<file path="config.mk">
export PLATFORM = sky130hd
export DESIGN_NAME = sample_axi_writer
export DESIGN_NICKNAME = d
export VERILOG_FILES = /design/src/rtl/sample_axi_pkg.sv /design/src/rtl/sample_fifo.sv /design/src/rtl/sample_axi_writer.sv
export SDC_FILE = /design/constraint.sdc
export NUM_CORES = 1
export LEC_CHECK = 0
export CORE_ASPECT_RATIO = 1.25
export CORE_MARGIN = 5
export CORE_UTILIZATION = 53
export CTS_CLUSTER_SIZE = 25
export DETAILED_ROUTE_END_ITERATION = 6
export MAX_ROUTING_LAYER = met4
export PLACE_DENSITY_LB_ADDON = 0.25
export SYNTH_ARGS = -nofsm -noshare
export SYNTH_HDL_FRONTEND = slang
export SYNTH_SLANG_ARGS = --single-unit
</file>
<file path="constraint.sdc">
create_clock -name clock_50 -period 4.77 [get_ports clock_50]
set_clock_uncertainty 0.2 [all_clocks]
set_input_delay 0.477 -clock clock_50 [delete_from_list [all_inputs] [get_ports clock_50]]
set_output_delay 0.477 -clock clock_50 [all_outputs]
set_load 0.02 [all_outputs]
</file>
<file path="src/rtl/sample_axi_pkg.sv">
// Shared definitions for the sample-to-AXI writer.
// Holds the sample and sequence widths, the AXI OKAY response code, the
// writer FSM state type, and the helper that packs a ring word.
package sample_axi_pkg;

   localparam int SAMPLE_W = 14;
   localparam int SEQ_W    = 18;
   localparam int WORD_W   = SEQ_W + SAMPLE_W;

   localparam logic [1:0] AXI_RESP_OKAY = 2'b00;

   typedef enum logic [1:0] {
      ST_IDLE = 2'd0,
      ST_XFER = 2'd1,
      ST_RESP = 2'd2
   } wr_state_e;

   // Ring word layout: sequence number in the upper bits, sample in the lower.
   function automatic logic [WORD_W-1:0] pack_word(input logic [SEQ_W-1:0]    seq,
                                                   input logic [SAMPLE_W-1:0] sample);
      return {seq, sample};
   endfunction

endpackage

</file>
<file path="src/rtl/sample_fifo.sv">
// Synchronous FIFO for packed {seq, sample} words.
// Ports:
//   clk, reset        - clock and synchronous active-high reset (flushes)
//   push, wr_data     - write request and data
//   pop, rd_data      - read request; rd_data shows the head entry
//   full, empty, count - occupancy status
// A push while full is accepted when a pop happens in the same cycle.
module sample_fifo #(
   parameter  int DEPTH = 8,
   parameter  int WIDTH = 32,
   localparam int AW    = $clog2(DEPTH)
) (
   input  logic             clk,
   input  logic             reset,
   input  logic             push,
   input  logic [WIDTH-1:0] wr_data,
   input  logic             pop,
   output logic [WIDTH-1:0] rd_data,
   output logic             full,
   output logic             empty,
   output logic [AW:0]      count
);

   logic [WIDTH-1:0] mem_q [DEPTH];
   logic [AW-1:0]    wr_ptr_q, rd_ptr_q;
   logic [AW:0]      count_q;
   logic             do_push, do_pop;

   assign do_pop  = pop && (count_q != '0);
   assign do_push = push && (!count_q[AW] || do_pop);

   always_ff @(posedge clk) begin
      if (do_push) begin
         mem_q[wr_ptr_q] <= wr_data;
      end
   end

   always_ff @(posedge clk) begin
      if (reset) begin
         wr_ptr_q <= '0;
         rd_ptr_q <= '0;
         count_q  <= '0;
      end else begin
         if (do_push) begin
            wr_ptr_q <= wr_ptr_q + AW'(1);
         end
         if (do_pop) begin
            rd_ptr_q <= rd_ptr_q + AW'(1);
         end
         case ({do_push, do_pop})
            2'b10:   count_q <= count_q + (AW+1)'(1);
            2'b01:   count_q <= count_q - (AW+1)'(1);
            default: count_q <= count_q;
         endcase
      end
   end

   // DEPTH is a power of two, so the count MSB alone marks full.
   assign full    = count_q[AW];
   assign empty   = (count_q == '0);
   assign count   = count_q;
   assign rd_data = mem_q[rd_ptr_q];

endmodule

</file>
<file path="src/rtl/sample_axi_writer.sv">
// Captures strobed 14-bit samples into a FIFO and writes each one as a
// 32-bit word {seq, sample} over AXI4-Lite into a circular buffer.
// Ports:
//   clock_50, reset                - clock, synchronous active-high reset
//   enable, sample_valid, sample_data - sample capture
//   clear_status                   - clears overflow / bus_error
//   awaddr/awvalid/awready         - AXI write address channel
//   wdata/wstrb/wvalid/wready      - AXI write data channel
//   bresp/bvalid/bready            - AXI write response channel
//   overflow, bus_error, busy      - status
//
// state   | meaning
// --------+----------------------------------------------------------
// ST_IDLE | nothing in flight, waiting for the FIFO to become non-empty
// ST_XFER | awvalid/wvalid raised, each waiting for its own handshake
// ST_RESP | both handshakes done, bready high, waiting for bvalid
module sample_axi_writer
   import sample_axi_pkg::*;
#(
   parameter logic [31:0] BASE_ADDR  = 32'h0000_0000,
   parameter int          RING_WORDS = 1024,
   parameter int          FIFO_DEPTH = 8
) (
   input  logic                clock_50,
   input  logic                reset,
   input  logic                enable,
   input  logic                sample_valid,
   input  logic [SAMPLE_W-1:0] sample_data,
   input  logic                clear_status,
   output logic [31:0]         awaddr,
   output logic                awvalid,
   input  logic                awready,
   output logic [31:0]         wdata,
   output logic [3:0]          wstrb,
   output logic                wvalid,
   input  logic                wready,
   input  logic [1:0]          bresp,
   input  logic                bvalid,
   output logic                bready,
   output logic                overflow,
   output logic                bus_error,
   output logic                busy
);

   localparam int IDX_W = $clog2(RING_WORDS);
   localparam int CNT_W = $clog2(FIFO_DEPTH) + 1;

   wr_state_e         state_q, state_d;
   logic [IDX_W-1:0]  idx_q, idx_d;
   logic [SEQ_W-1:0]  seq_q, seq_d;
   logic [31:0]       awaddr_q, awaddr_d;
   logic [31:0]       wdata_q, wdata_d;
   logic              awvalid_q, awvalid_d;
   logic              wvalid_q, wvalid_d;
   logic              bready_q, bready_d;
   logic              overflow_q, overflow_d;
   logic              bus_error_q, bus_error_d;
   logic              busy_q, busy_d;

   logic              fifo_push, fifo_pop, fifo_full, fifo_empty;
   logic [WORD_W-1:0] fifo_rd_data;
   logic [CNT_W-1:0]  fifo_count, fifo_count_nxt;
   logic              sample_in, sample_drop, bus_err_set;

   function automatic logic [31:0] ring_addr(input logic [IDX_W-1:0] idx);
      return BASE_ADDR + {{(30-IDX_W){1'b0}}, idx, 2'b00};
   endfunction

   sample_fifo #(
      .DEPTH (FIFO_DEPTH),
      .WIDTH (WORD_W)
   ) u_fifo (
      .clk     (clock_50),
      .reset   (reset),
      .push    (fifo_push),
      .wr_data (pack_word(seq_q, sample_data)),
      .pop     (fifo_pop),
      .rd_data (fifo_rd_data),
      .full    (fifo_full),
      .empty   (fifo_empty),
      .count   (fifo_count)
   );

   // A full FIFO still takes the sample if the FSM pops the head this cycle.
   assign sample_in   = sample_valid && enable;
   assign fifo_push   = sample_in && (!fifo_full || fifo_pop);
   assign sample_drop = sample_in && fifo_full && !fifo_pop;

   always_comb begin
      state_d     = state_q;
      idx_d       = idx_q;
      awaddr_d    = awaddr_q;
      wdata_d     = wdata_q;
      awvalid_d   = awvalid_q;
      wvalid_d    = wvalid_q;
      bready_d    = bready_q;
      fifo_pop    = 1'b0;
      bus_err_set = 1'b0;

      case (state_q)
         ST_IDLE: begin
            if (!fifo_empty) begin
               fifo_pop  = 1'b1;
               awaddr_d  = ring_addr(idx_q);
               wdata_d   = fifo_rd_data;
               awvalid_d = 1'b1;
               wvalid_d  = 1'b1;
               state_d   = ST_XFER;
            end
         end
         ST_XFER: begin
            if (awvalid_q && awready) begin
               awvalid_d = 1'b0;
            end
            if (wvalid_q && wready) begin
               wvalid_d = 1'b0;
            end
            if (!awvalid_d && !wvalid_d) begin
               bready_d = 1'b1;
               state_d  = ST_RESP;
            end
         end
         ST_RESP: begin
            if (bvalid) begin
               bus_err_set = (bresp != AXI_RESP_OKAY);
               // The slot is consumed even on an error response.
               idx_d    = idx_q + IDX_W'(1);
               bready_d = 1'b0;
               if (!fifo_empty) begin
                  fifo_pop  = 1'b1;
                  awaddr_d  = ring_addr(idx_d);
                  wdata_d   = fifo_rd_data;
                  awvalid_d = 1'b1;
                  wvalid_d  = 1'b1;
                  state_d   = ST_XFER;
               end else begin
                  state_d = ST_IDLE;
               end
            end
         end
         default: state_d = ST_IDLE;
      endcase
   end

   assign seq_d          = fifo_push ? seq_q + SEQ_W'(1) : seq_q;
   assign fifo_count_nxt = fifo_count + CNT_W'(fifo_push) - CNT_W'(fifo_pop);
   assign busy_d         = (state_d != ST_IDLE) || (fifo_count_nxt != '0);

   // Set events take priority over a simultaneous clear.
   assign overflow_d  = sample_drop | (overflow_q & ~clear_status);
   assign bus_error_d = bus_err_set | (bus_error_q & ~clear_status);

   always_ff @(posedge clock_50) begin
      if (reset) begin
         state_q     <= ST_IDLE;
         idx_q       <= '0;
         seq_q       <= '0;
         awaddr_q    <= BASE_ADDR;
         wdata_q     <= '0;
         awvalid_q   <= 1'b0;
         wvalid_q    <= 1'b0;
         bready_q    <= 1'b0;
         overflow_q  <= 1'b0;
         bus_error_q <= 1'b0;
         busy_q      <= 1'b0;
      end else begin
         state_q     <= state_d;
         idx_q       <= idx_d;
         seq_q       <= seq_d;
         awaddr_q    <= awaddr_d;
         wdata_q     <= wdata_d;
         awvalid_q   <= awvalid_d;
         wvalid_q    <= wvalid_d;
         bready_q    <= bready_d;
         overflow_q  <= overflow_d;
         bus_error_q <= bus_error_d;
         busy_q      <= busy_d;
      end
   end

   assign awaddr    = awaddr_q;
   assign awvalid   = awvalid_q;
   assign wdata     = wdata_q;
   assign wstrb     = 4'hF;
   assign wvalid    = wvalid_q;
   assign bready    = bready_q;
   assign overflow  = overflow_q;
   assign bus_error = bus_error_q;
   assign busy      = busy_q;

endmodule

</file>
=== Yosys cells after proc, flatten, opt, wreduce, memory -nomap -nowiden ===
Memories as Yosys holds them, arrays and structs flattened. A register that Yosys moved wholly into a read port is not among the register bits.
Cells that the tools add are included.

* Flip-flop bits (word level): 110
* Bits in writable memories: 256
* Input port bits: 24
* Output and inout bits: 74
* Word-level logic and storage cells: 102
* Memories kept: 1

{| class="wikitable"
|+ Memories
! name !! depth !! bits a word !! read ports !! clocked after Yosys merged registers in !! write ports !! line !! text
|-
| u_fifo.mem_q || 8 || 32 || 1 || 1 || 1 || sample_fifo.sv:24 || <nowiki>logic [WIDTH-1:0] mem_q [DEPTH];</nowiki>
|}

* $add $sub $neg: 8
* Equal/unequal tests: 8
* Mux-type cells: 35
* Bitwise operators: 5
* Reduce and logical (&&, ||, !) cells: 31

{| class="wikitable"
|+ Operators with widths
! cell !! number
|-
| $mux 32 || 5
|-
| $pmux 32 s2 || 2
|-
| $add 18x1->18 const B || 1
|-
| $mux 1 || 17
|-
| $add 10x1->10 const B || 1
|-
| $reduce_bool 2->1 || 5
|-
| $logic_and 1x1->1 || 9
|-
| $ne 2x2->1 const B || 4
|-
| $pmux 4 s2 || 1
|-
| $reduce_bool 4->1 || 2
|-
| $add 3x1->3 const B || 2
|-
| $mux 2 || 3
|-
| $mux 3 || 2
|-
| $pmux 1 s3 || 2
|-
| $pmux 2 s3 || 1
|-
| $reduce_and 2->1 || 3
|-
| $add 4x1->4 || 1
|-
| $add 4x1->4 const B || 1
|-
| $eq 2x1->1 const B || 2
|-
| $eq 2x2->1 const B || 2
|-
| $logic_not 1->1 || 4
|-
| $logic_not 4->1 || 1
|-
| $pmux 1 s2 || 2
|-
| $reduce_and 4->1 || 1
|-
| 9 further kinds || 13
|}

=== Depth between registers and ports, before layout ===
Gate-level depths: netlist (run 1).

* Depth after elaboration: 10
* Gate-level depth with buffers: 15
* Depth with buffers taken out: 14

=== Hierarchy ===
From an unflattened synthesis (run 1), not the netlist that was laid out.

* Cell total of the unflattened synthesis: 883
* Area, all modules: 14,005.9 µm²

{| class="wikitable"
|+ Modules (own cells, without submodules)
! module !! times used !! cells an instance !! area an instance (µm²) !! seq. area each (µm²)
|-
| sample_fifo || 1 || 442 || 10,406.2 || 7,947.6
|-
| sample_axi_writer || 1 || 441 || 3,599.7 || 1,561.5
|}

=== Worst setup path before layout (run 1) ===
Ideal clock, no wire load.

* Kind: register to register
* Start point: register u_fifo.count_q[3], in the netlist u_fifo.count[3]
* End point: memory u_fifo.mem_q[0][0] (enable)
* Setup time: 501 ps
* Data arrival time: 4,365 ps
* Data required time: 4,069 ps
* Path slack: -296 ps
* Stages on the path, launching flop included: 8
* Path buffers: 1
* Period minus slack after synthesis: 5,066 ps
* Cell sequence: dfxtp_1 -> inv_1 -> ha_1 -> nor3b_4 -> a21oi_4 -> buf_6 -> nand2_2 -> nor4_1

* Word-level cells in the longest chain between the ends: 9
* Elaborated cells between the ends (all ways): 13
* Those cells by class: 5 x mux; 8 x reduce/logical

{| class="wikitable"
|+ Ends and longest elaborated chain
! element !! line !! text
|-
| from (decl) || sample_fifo.sv:26 || <nowiki>logic [AW:0] count_q;</nowiki>
|-
| from (signal assigned) || sample_fifo.sv:51 || <nowiki>2'b10: count_q <= count_q + (AW+1)'(1);</nowiki>
|-
| from (signal assigned) || sample_fifo.sv:52 || <nowiki>2'b01: count_q <= count_q - (AW+1)'(1);</nowiki>
|-
| from (signal assigned) || sample_fifo.sv:53 || <nowiki>default: count_q <= count_q;</nowiki>
|-
| $logic_not 4->1 || sample_fifo.sv:60 || <nowiki>assign empty = (count_q == '0);</nowiki>
|-
| $mux 1 || sample_axi_writer.sv:102, sample_axi_writer.sv:129 ||
|-
| $mux 1 || sample_axi_writer.sv:124 || <nowiki>if (bvalid) begin</nowiki>
|-
| $pmux 1 s2 || sample_axi_writer.sv:100 || <nowiki>case (state_q)</nowiki>
|-
| $logic_or 1x1->1 or $logic_and 1x1->1 (tied branches) || sample_axi_writer.sv:86, sample_fifo.sv:29 ||
|-
| $logic_and 1x1->1 or $logic_or 1x1->1 (tied branches) || sample_axi_writer.sv:86, sample_fifo.sv:30 ||
|-
| $logic_and 1x1->1 * || sample_fifo.sv:30 || <nowiki>assign do_push = push && (!count_q[AW] || do_pop);</nowiki>
|-
| $mux 1 * || sample_fifo.sv:33 || <nowiki>if (do_push) begin</nowiki>
|-
| $mux 1 (implied by the code) * || sample_fifo.sv:34 || <nowiki>mem_q[wr_ptr_q] <= wr_data;</nowiki>
|-
| to (decl) || sample_fifo.sv:24 ||
|}

Mark *: on every way between the ends. The rest lies on a longest branch, timed or not.

=== Worst setup path in the final report (run 1) ===
* Start point: register u_fifo.count_q[3], in the netlist u_fifo.count[3]
* End point: memory u_fifo.mem_q[4][8] (enable)

* Word-level cells in the longest chain between the ends: 9
* Elaborated cells between the ends (all ways): 13
* Those cells by class: 5 x mux; 8 x reduce/logical

{| class="wikitable"
|+ Ends and longest elaborated chain
! element !! line !! text
|-
| $logic_not 4->1 || sample_fifo.sv:60 ||
|-
| $mux 1 || sample_axi_writer.sv:102, sample_axi_writer.sv:129 ||
|-
| $mux 1 || sample_axi_writer.sv:124 ||
|-
| $pmux 1 s2 || sample_axi_writer.sv:100 ||
|-
| $logic_or 1x1->1 * || sample_axi_writer.sv:86 || <nowiki>assign fifo_push = sample_in && (!fifo_full || fifo_pop);</nowiki>
|-
| $logic_and 1x1->1 * || sample_axi_writer.sv:86 ||
|-
| named net fifo_push || sample_axi_writer.sv:60 || <nowiki>logic fifo_push, fifo_pop, fifo_full, fifo_empty;</nowiki>
|-
| $logic_and 1x1->1 * || sample_fifo.sv:30 ||
|-
| $mux 1 * || sample_fifo.sv:33 ||
|-
| $mux 1 (implied by the code) * || sample_fifo.sv:34 ||
|}

Mark *: on every way through the listed nets, which the timed path passes. The rest lies on a longest branch.

==> results of run 1 <==
## report_power, final
group,switching [mW],internal [mW]
Sequential,0.198,3.45
Clock,1.08,1.65
Combinational,0.974,0.851
## final timing paths
path	cells after the start	end	from
worst max-delay path	9	u_fifo.mem_q[4][8]$_DFFE_PP_	u_fifo.count[3]$_SDFFE_PP0P_
worst min-delay path	2	bready$_SDFFE_PP0P_	bready$_SDFFE_PP0P_
worst max register to register	9	u_fifo.mem_q[4][8]$_DFFE_PP_	u_fifo.count[3]$_SDFFE_PP0P_
worst min register to register	2	bready$_SDFFE_PP0P_	bready$_SDFFE_PP0P_
## per-stage QoR
step	setup WS [ns]	power [mW]	hold WS [ns]	util, %
global placement	1.25	5.53	0.255	57.2
floorplan	0.367	5.10	0.254	-
finish	1.48	8.20	0.277	61.7
global route	1.24	8.60	0.299	61.7
detailed placement	1.15	5.56	0.268	57.2
CTS	1.44	8.31	0.278	61.7
## routing by layer
metal | up-vias | global-route usage (%) | part of all wire (%)
met4 | 0 | 3.94 | 1.3
met3 | 32 | 2.90 | 6.4
met5 | - | - | 0
met1 | 3531 | 22.8 | 42
li1 | 3303 | - | -
met2 | 207 | 29.7 | 51
## cells by family after synthesis
family / after synthesis
AND/OR/NAND/NOR: 171
XOR/XNOR: 35
AO/OA/AOI/OAI: 88
multiplexers: 99
other: 2
adder cells (fa/ha/maj): 12
buffers and inverters: 83
flip-flops: 347
## area by class of cell
type | instances | area (um2)
flip-flops and latches | 347 | 9520
clock inverters | 13 | 149
clock buffers | 50 | 1010
well taps | 340 | 425
inverters | 12 | 47.5
fillers | 1901 | 9940
multi-input cells | 431 | 4020
repair buffers | 86 | 821
## worst register-to-register path, delay by kind of cell (launching register included)
kind	cells	cell delay, ns
flip-flops	1	0.45
buffers and inverters	3	0.79
AND/OR/NAND/NOR	4	0.85
adder cells (fa/ha/maj)	1	0.20
AO/OA/AOI/OAI	1	0.40
## placed cells by master (no fill, tap or decap), types with 26 or more instances in the layout
master / synthesis / routed
a211oi_2: 34 / 34
clkbuf_16: 0 / 37
clkdlybuf4s50_1: 0 / 70
conb_1: 2 / 26
dfxtp_1: 91 / 88
edfxtp_1: 256 / 256
mux2i_1: 35 / 35
mux4_2: 64 / 64
nor2_1: 77 / 74
xor2_1: 26 / 26
## state kept, by name, summed over array words and instances (netlist names), 2 cells and up, named ones only
signal,cells
seq_q,18
idx_q,10
u_fifo.mem_q,256
u_fifo.count,4
u_fifo.wr_ptr_q,3
u_fifo.rd_ptr_q,3
awaddr,10
wdata,32
state_q,2
==> impl_metrics.env, run 1 <==
export IMPL_ys_async_sr_fraction_pct=0
export IMPL_cts_tree="done"
export IMPL_yosysTopAreaCell="edfxtp_1"
export IMPL_path_class="flip-flop to flip-flop"
export IMPL_synth_top_cell_area_share_pct=55.4
export IMPL_antenna_left=0
export IMPL_antenna_found_initial=0
export IMPL_overflow=0
export IMPL_stdcell_count=1279
export IMPL_postCtsSetupRepairBufs=0
export IMPL_endpoint_kind="flip-flop"
export IMPL_hold_buffers=0
export IMPL_cts_buffer_depth=3
export IMPL_status="complete, no violations"
export IMPL_synth_commonest_cells="256 x edfxtp_1, 91 x dfxtp_1, 77 x nor2_1"
export IMPL_min_delay_path_class="flip-flop to flip-flop"
export IMPL_place_congestion=0.725
export IMPL_cts_root_buf="clkbuf_16"
export IMPL_fmax_ghz=0.304
export IMPL_grt_pass1_wl_um=39800
export IMPL_regToRegSetupSlack_ns=1.48
export IMPL_synth_xor_area_share_pct=2.21
export IMPL_drv_cap=0
export IMPL_wl_per_cell_um=19.5
export IMPL_finalHoldViolCount=0
export IMPL_tightest_slew_ns=0.901
export IMPL_synth_edf_count=256
export IMPL_path_delay_family="simple AND/OR/NAND/NOR gates"
export IMPL_finalCritPeriodShare_pct=69.0
export IMPL_cp_start_kind="flip-flop"
export IMPL_cp_required_ns=4.69
export IMPL_postCtsResizedCells=0
export IMPL_clk_pin_slew_worst_paths_ns=0.06
export IMPL_synth_compound_area_share_pct=5.36
export IMPL_ys_ff_latch=347
export IMPL_avgSynthCellArea_um2=16.6
export IMPL_insertedDiodeCount=0
export IMPL_area_growth_pct=15.2
export IMPL_ir_worst_vdd_uv=366
export IMPL_dpl_cell_area_um2=14800
export IMPL_synth_most_common_cell="edfxtp_1"
export IMPL_grtUsageTotal_pct=17.6
export IMPL_synth_mux_area_share_pct=12.9
export IMPL_viasPerCell=5.53
export IMPL_synth_top_family_by_area="multiplexers"
export IMPL_syn_area_um2=13900
export IMPL_p_leak_nw=5.08
export IMPL_drt_iter0_drc=442
export IMPL_dp_cells=1216
export IMPL_synthCells=837
export IMPL_drive_gt1_share_pct=19.7
export IMPL_final_min_clock_period_ns=3.29
export IMPL_crit_chain="inv_1 -> ha_1 -> nor3b_4 -> a21oi_4 -> nand2_2 -> clkinv_1 -> nand2_1 -> nor3_2 -> buf_4"
export IMPL_synth_adder_area_share_pct=1.14
export IMPL_final_nets=949
export IMPL_ios=98
export IMPL_synth_flop_cell="edfxtp_1"
export IMPL_dr_pass1_iters=5
export IMPL_final_setup_viol_count=0
export IMPL_ys_seq_area_share_pct=68.5
export IMPL_grt_pass1_vias=7243
export IMPL_cts_made_buffers=35
export IMPL_dp_hpwl_um=13800
export IMPL_insertion_delay_ns=0.51
export IMPL_die_h_um=191
export IMPL_synth_simple_area_share_pct=6.20
export IMPL_slowest_delay_ns=0.48
export IMPL_slew_viol_final=0
export IMPL_worst_ep_arrival_time_ns=3.21
export IMPL_numPortBuffers=71
export IMPL_routed_wl_um=25000
export IMPL_htreeDepth=2
export IMPL_initial_core_util_pct=53.5
export IMPL_synth_distinct_cells=47
export IMPL_fin_area_um2=16000
export IMPL_power_density_nw_per_um2=513
export IMPL_cts_sinks=347
export IMPL_rows=66
export IMPL_relSlewSlack_pct=40.0
export IMPL_worst_path_buf_inv=3
export IMPL_vias=7073
export IMPL_grt_max_degree=74
export IMPL_fin_setup_tns_ns=0
export IMPL_drc=0
export IMPL_synth_area_leaders="edfxtp_1 55%, dfxtp_1 13%, mux4_2 10%"
export IMPL_fp_dieW_um=155
export IMPL_cpMaxStageDelayCell="buf_4"
export IMPL_synth_warnings=0
export IMPL_cp_max_fo=32
export IMPL_core_region_area_um2=25900
export IMPL_rsz0062_at_grt="false"
export IMPL_dieArea_um2=29500
(Power assumes the default switching activity.)
==> run 2: changes to the inputs <==
Clock period 4.77 ns to 2.85 ns, I/O delays scaled along.
==> impl_metrics.env, run 2 (synthesis gave the netlist of run 1 again) <==
export IMPL_status="complete, no violations"
export IMPL_cts_tree="done"
export IMPL_drv_cap=0
export IMPL_overflow=0
export IMPL_fp_dieW_um=155
export IMPL_antenna_found_initial=0
export IMPL_fin_setup_tns_ns=0
export IMPL_endpoint_kind="flip-flop"
export IMPL_htreeDepth=2
export IMPL_dieArea_um2=29500
export IMPL_finalPower_mw=14.0
export IMPL_cp_required_ns=3.01
export IMPL_viasPerCell=5.52
export IMPL_cts_root_buf="clkbuf_16"
export IMPL_fmax_ghz=0.376
export IMPL_dp_hpwl_um=15800
export IMPL_cts_sinks=347
export IMPL_regToRegSetupSlack_ns=0.19
export IMPL_min_delay_path_class="input port to flip-flop"
export IMPL_layout_commonest_cell="edfxtp_1"
export IMPL_hold_start="reset"
export IMPL_finalCritPeriodShare_pct=93.4
export IMPL_fin_util_pct=63.5
export IMPL_reg2reg_depth=13
export IMPL_largest_reg_flops=256
export IMPL_worst_ep_arrival_time_ns=2.82
export IMPL_regMostFlops="u_fifo.mem_q"
export IMPL_insertedDiodeCount=0
export IMPL_fin_area_um2=16500
export IMPL_grtUsageTotal_pct=18.3
export IMPL_layout_common_cells="256 x edfxtp_1, 86 x dfxtp_1, 74 x nor2_1, 70 x clkdlybuf4s50_1, 64 x mux4_2"
export IMPL_cp_start_kind="flip-flop"
export IMPL_path_class="flip-flop to flip-flop"
export IMPL_die_h_um=191
export IMPL_rsz0062_at_grt="false"
export IMPL_area_growth_pct=18.6
export IMPL_final_setup_viol_count=0
export IMPL_insertion_delay_ns=0.50
export IMPL_drc=0
export IMPL_dpl_cell_area_um2=15300
export IMPL_wl_per_cell_um=19.6
export IMPL_relSlewSlack_pct=41.7
export IMPL_slew_viol_final=0
export IMPL_core_region_area_um2=25900
export IMPL_drt_iter0_drc=330
export IMPL_whs_endpoint="idx_q[2]$_SDFFE_PP0P_"
export IMPL_ios=98
export IMPL_routed_wl_um=25700
export IMPL_p_leak_nw=5.28
export IMPL_power_density_nw_per_um2=853
export IMPL_initial_core_util_pct=53.5
export IMPL_place_congestion=0.739
export IMPL_final_nets=979
export IMPL_hold_depth=2
export IMPL_rows=66
export IMPL_ir_worst_vdd_uv=474
export IMPL_dr_pass1_iters=4
export IMPL_tightest_slew_ns=0.875
export IMPL_cts_buffer_depth=3
export IMPL_cts_made_buffers=34
export IMPL_grt_pass1_wl_um=41100
export IMPL_final_min_clock_period_ns=2.66
export IMPL_cp_max_fo=4
export IMPL_antenna_left=0
export IMPL_grt_max_degree=73
export IMPL_numPortBuffers=71
export IMPL_grt_pass1_vias=7304
export IMPL_vias=7214
export IMPL_rr_startpoint="u_fifo.count[3]$_SDFFE_PP0P_"
export IMPL_finalHoldViolCount=0
export IMPL_r2r_end="busy$_SDFF_PP0_"
export IMPL_drive_gt1_share_pct=22.8
export IMPL_clk_pin_slew_worst_paths_ns=0.06
[run 2: timing repair]
item,4_1_cts,5_1_grt
resized for setup,0,3
hold buffers,0,0
buffers inserted,0,1
endpoints found under the setup margin,0,2
[run 2: per-stage QoR]
stage / std cells / setup slack, ns / hold WS, ns
finish: 1308 / 0.187 / 0.0736
CTS: 1307 / 0.0839 / 0.0562
detailed placement: 1246 / -0.0427 / 0.269
global route: 1308 / 0.0210 / 0.0833
floorplan: 861 / -0.193 / 0.184
global placement: 1246 / -0.0265 / 0.258
[run 2: routing by layer]
metal,vias up,wire [um],global-route usage (%)
met2,141,13500,31.5
li1,3375,-,-
met4,0,418,4.25
met3,35,1110,2.88
met1,3663,10700,23.2
met5,-,0,-
[run 2: cell type report]
type                       count  area, um2
clock buffer                  49        980
clock inverter                12        186
fill                        1878       9470
inverter                      12       47.5
multi-input combinational    431       4080
sequential                   347       9520
tap                          340        425
timing repair buffer         117       1220
[run 2: worst max-delay path: stages (launching register included)]
cell and delay, ns:
dfxtp_4 0.38, inv_2 0.05, ha_4 0.14, nor3b_4 0.14
or3_4 0.39, inv_4 0.07, nand2b_1 0.06, buf_4 0.14
ha_1 0.27, a21o_1 0.18, a21oi_1 0.18, xor2_1 0.10
nor3_2 0.17, nor2_1 0.05
[run 2: report_power, final]
group	switching [mW]	total (mW)	internal, mW	leakage [nW]
clock	1.79	4.64	2.85	0.571
combinational	1.75	3.36	1.60	1.69
sequential	0.268	6.04	5.77	3.02
total	3.81	14.0	10.2	5.28
[run 2: worst max path at each step]
stage	depth (start not counted)	slack, ns	to	startpoint
final	13	0.19	busy$_SDFF_PP0_	u_fifo.count[3]$_SDFFE_PP0P_
after global routing	13	0.02	u_fifo.count[2]$_SDFFE_PP0P_	u_fifo.count[3]$_SDFFE_PP0P_
after CTS	14	0.08	busy$_SDFF_PP0_	u_fifo.count[3]$_SDFFE_PP0P_
after detailed placement	13	-0.04	busy$_SDFF_PP0_	bvalid
after global placement	13	-0.03	busy$_SDFF_PP0_	bvalid
after floorplan	7	-0.19	u_fifo.mem_q[3][0]$_DFFE_PP_	u_fifo.count[3]$_SDFFE_PP0P_
==> run 3: changes to the inputs <==
Settings changed: CORE_UTILIZATION 53 to 25, PLACE_DENSITY_LB_ADDON 0.25 to not set.
==> impl_metrics.env, run 3 (synthesis gave the netlist of run 1 again) <==
export IMPL_power_density_nw_per_um2=849
export IMPL_die_h_um=273
export IMPL_wl_per_cell_um=16.7
export IMPL_cp_start_kind="flip-flop"
export IMPL_rows=96
export IMPL_drc=0
export IMPL_multi_input_area_um2=4070
export IMPL_antenna_found_initial=0
export IMPL_rsz0062_at_grt="false"
export IMPL_insertion_delay_ns=0.54
export IMPL_drt_iter0_drc=506
export IMPL_initial_core_util_pct=25.2
export IMPL_slew_viol_final=0
export IMPL_regArea_um2=9520
export IMPL_final_nets=983
export IMPL_cp_required_ns=3.11
export IMPL_dp_hpwl_um=17000
export IMPL_area_growth_pct=22.7
export IMPL_finalCritPeriodShare_pct=94.7
export IMPL_fp_dieW_um=221
export IMPL_p_leak_nw=5.33
export IMPL_hold_buffers=0
export IMPL_intPower_mw=10.3
export IMPL_path_class="flip-flop to flip-flop"
export IMPL_regToRegSetupSlack_ns=0.15
export IMPL_stdcell_count=1711
export IMPL_hold_start="reset"
export IMPL_core_region_area_um2=55000
export IMPL_grt_max_degree=70
export IMPL_status="complete, no violations"
export IMPL_p_sw_share_pct=28.5
export IMPL_place_congestion=0.750
export IMPL_cts_buffer_depth=3
export IMPL_cts_sinks=347
export IMPL_clk_pin_slew_worst_paths_ns=0.06
export IMPL_ios=98
export IMPL_grtUsageTotal_pct=9.83
export IMPL_layout_commonest_cell="edfxtp_1"
export IMPL_switchingPower_mw=4.13
export IMPL_insertedDiodeCount=0
export IMPL_viasPerCell=4.24
export IMPL_layout_common_cells="256 x edfxtp_1, 86 x dfxtp_1, 74 x nor2_1, 70 x clkdlybuf4s50_1, 64 x mux4_2"
export IMPL_antenna_left=0
export IMPL_vias=7250
export IMPL_p_seq_share_pct=41.9
export IMPL_rr_startpoint="u_fifo.count[2]$_SDFFE_PP0P_"
export IMPL_cp_max_fo=3
export IMPL_numPortBuffers=71
export IMPL_final_setup_viol_count=0
export IMPL_fin_ws_ns=0.150
export IMPL_cts_tree="done"
export IMPL_cts_made_buffers=38
export IMPL_routed_wl_um=28600
export IMPL_largest_reg_flops=256
export IMPL_regMostFlops="u_fifo.mem_q"
export IMPL_overflow=0
export IMPL_grt_pass1_wl_um=44800
export IMPL_fmax_ghz=0.370
export IMPL_cts_root_buf="clkbuf_16"
export IMPL_hold_depth=2
export IMPL_final_min_clock_period_ns=2.70
export IMPL_p_clk_share_pct=34.2
export IMPL_power_frac_comb_pct=23.9
export IMPL_whs_endpoint="u_fifo.rd_ptr_q[0]$_SDFFE_PP0P_"
export IMPL_grt_pass1_vias=7498
export IMPL_min_delay_path_class="input port to flip-flop"
export IMPL_dieArea_um2=60400
export IMPL_ir_worst_vdd_uv=416
export IMPL_relSlewSlack_pct=56.3
export IMPL_dr_pass1_iters=4
export IMPL_finalPower_mw=14.5
export IMPL_htreeDepth=2
export IMPL_tightest_slew_ns=0.655
export IMPL_reg2reg_depth=13
export IMPL_r2r_end="u_fifo.count[2]$_SDFFE_PP0P_"
export IMPL_drive_gt1_share_pct=24.0
export IMPL_fill_cells=5450
export IMPL_dp_cells=1639
export IMPL_pre_cts_slack_ns=-0.0666
export IMPL_worst_ep_arrival_time_ns=2.96
export IMPL_fin_setup_tns_ns=0
export IMPL_drv_cap=0
export IMPL_endpoint_kind="flip-flop"
export IMPL_finalHoldViolCount=0
==> run 3: cell count changes in the layout (fill, tap and decap cells not counted), sizes merged <==
cell / delta
clkinvlp: +2
inv: +3
bufinv: -2
clkinv: +4
clkbuf: +1
==> run 3: how the worst max path moves through the flow <==
stage / endpoint / start / slack [ns] / cells past startpoint
after floorplan: u_fifo.mem_q[3][0]$_DFFE_PP_ / u_fifo.count[3]$_SDFFE_PP0P_ / -0.19 / 7
after global placement: busy$_SDFF_PP0_ / bvalid / -0.06 / 13
after detailed placement: busy$_SDFF_PP0_ / bvalid / -0.07 / 13
after CTS: u_fifo.count[2]$_SDFFE_PP0P_ / u_fifo.count[3]$_SDFFE_PP0P_ / 0.06 / 13
after global routing: busy$_SDFF_PP0_ / u_fifo.count[2]$_SDFFE_PP0P_ / 0.006 / 14
final: u_fifo.count[2]$_SDFFE_PP0P_ / u_fifo.count[2]$_SDFFE_PP0P_ / 0.15 / 13
==> run 3: metrics by stage <==
step	utilization (%)	hold slack [ns]	cell area [um2]
global route	31.0	0.0593	17000
CTS	30.9	0.0205	17000
floorplan	-	0.184	14100
finish	31.0	0.0486	17000
global placement	28.6	0.256	15700
detailed placement	28.6	0.273	15700
==> run 3: worst max-delay path, stage by stage (launching register included) <==
cell and delay [ns]:
dfxtp_2 0.34, inv_2 0.06, ha_4 0.15, nor3b_4 0.14, or3_4 0.40, inv_4 0.06
buf_4 0.10, ha_1 0.18, xor2_1 0.17, ha_1 0.16, a21oi_1 0.05, xor2_1 0.15
or3_1 0.30, a21oi_1 0.15
==> run 3: timing repair <==
action,CTS,global route
setup buffers,0,3
setup endpoints to repair,0,2
resized for setup,0,3
==> run 3: final cells by class <==
class / count / share of cell area [%]
clock inverters: 19 / 1.18
repair buffers: 117 / 7.07
well taps: 735 / 5.40
flip-flops and latches: 347 / 55.9
inverters: 12 / 0.279
multi-input cells: 431 / 23.9
clock buffers: 50 / 6.27
==> run 3: metal layers <==
metal  vias up  global-route usage, %  share of wire, %  wire length (um)
met1      3644                   12.4                43             12400
met2       177                   15.7                48             13800
met4         0                   3.33               2.5               717
li1       3383                      -                 -                 -
met5         -                      -                 0                 0
met3        46                   2.18               5.8              1670
==> run 3: power by group through the flow <==
| stage | Sequential, mW | Combinational, mW | Clock (mW) |
|---|---|---|---|
| final | 6.07 | 3.45 | 4.95 |
| after global routing | 6.12 | 3.79 | 5.34 |
| after CTS | 6.08 | 3.51 | 5.14 |
| after detailed placement | 6.18 | 3.49 | 0 |
| after global placement | 6.18 | 3.44 | 0 |
| after floorplan | 6.30 | 2.26 | 0 |
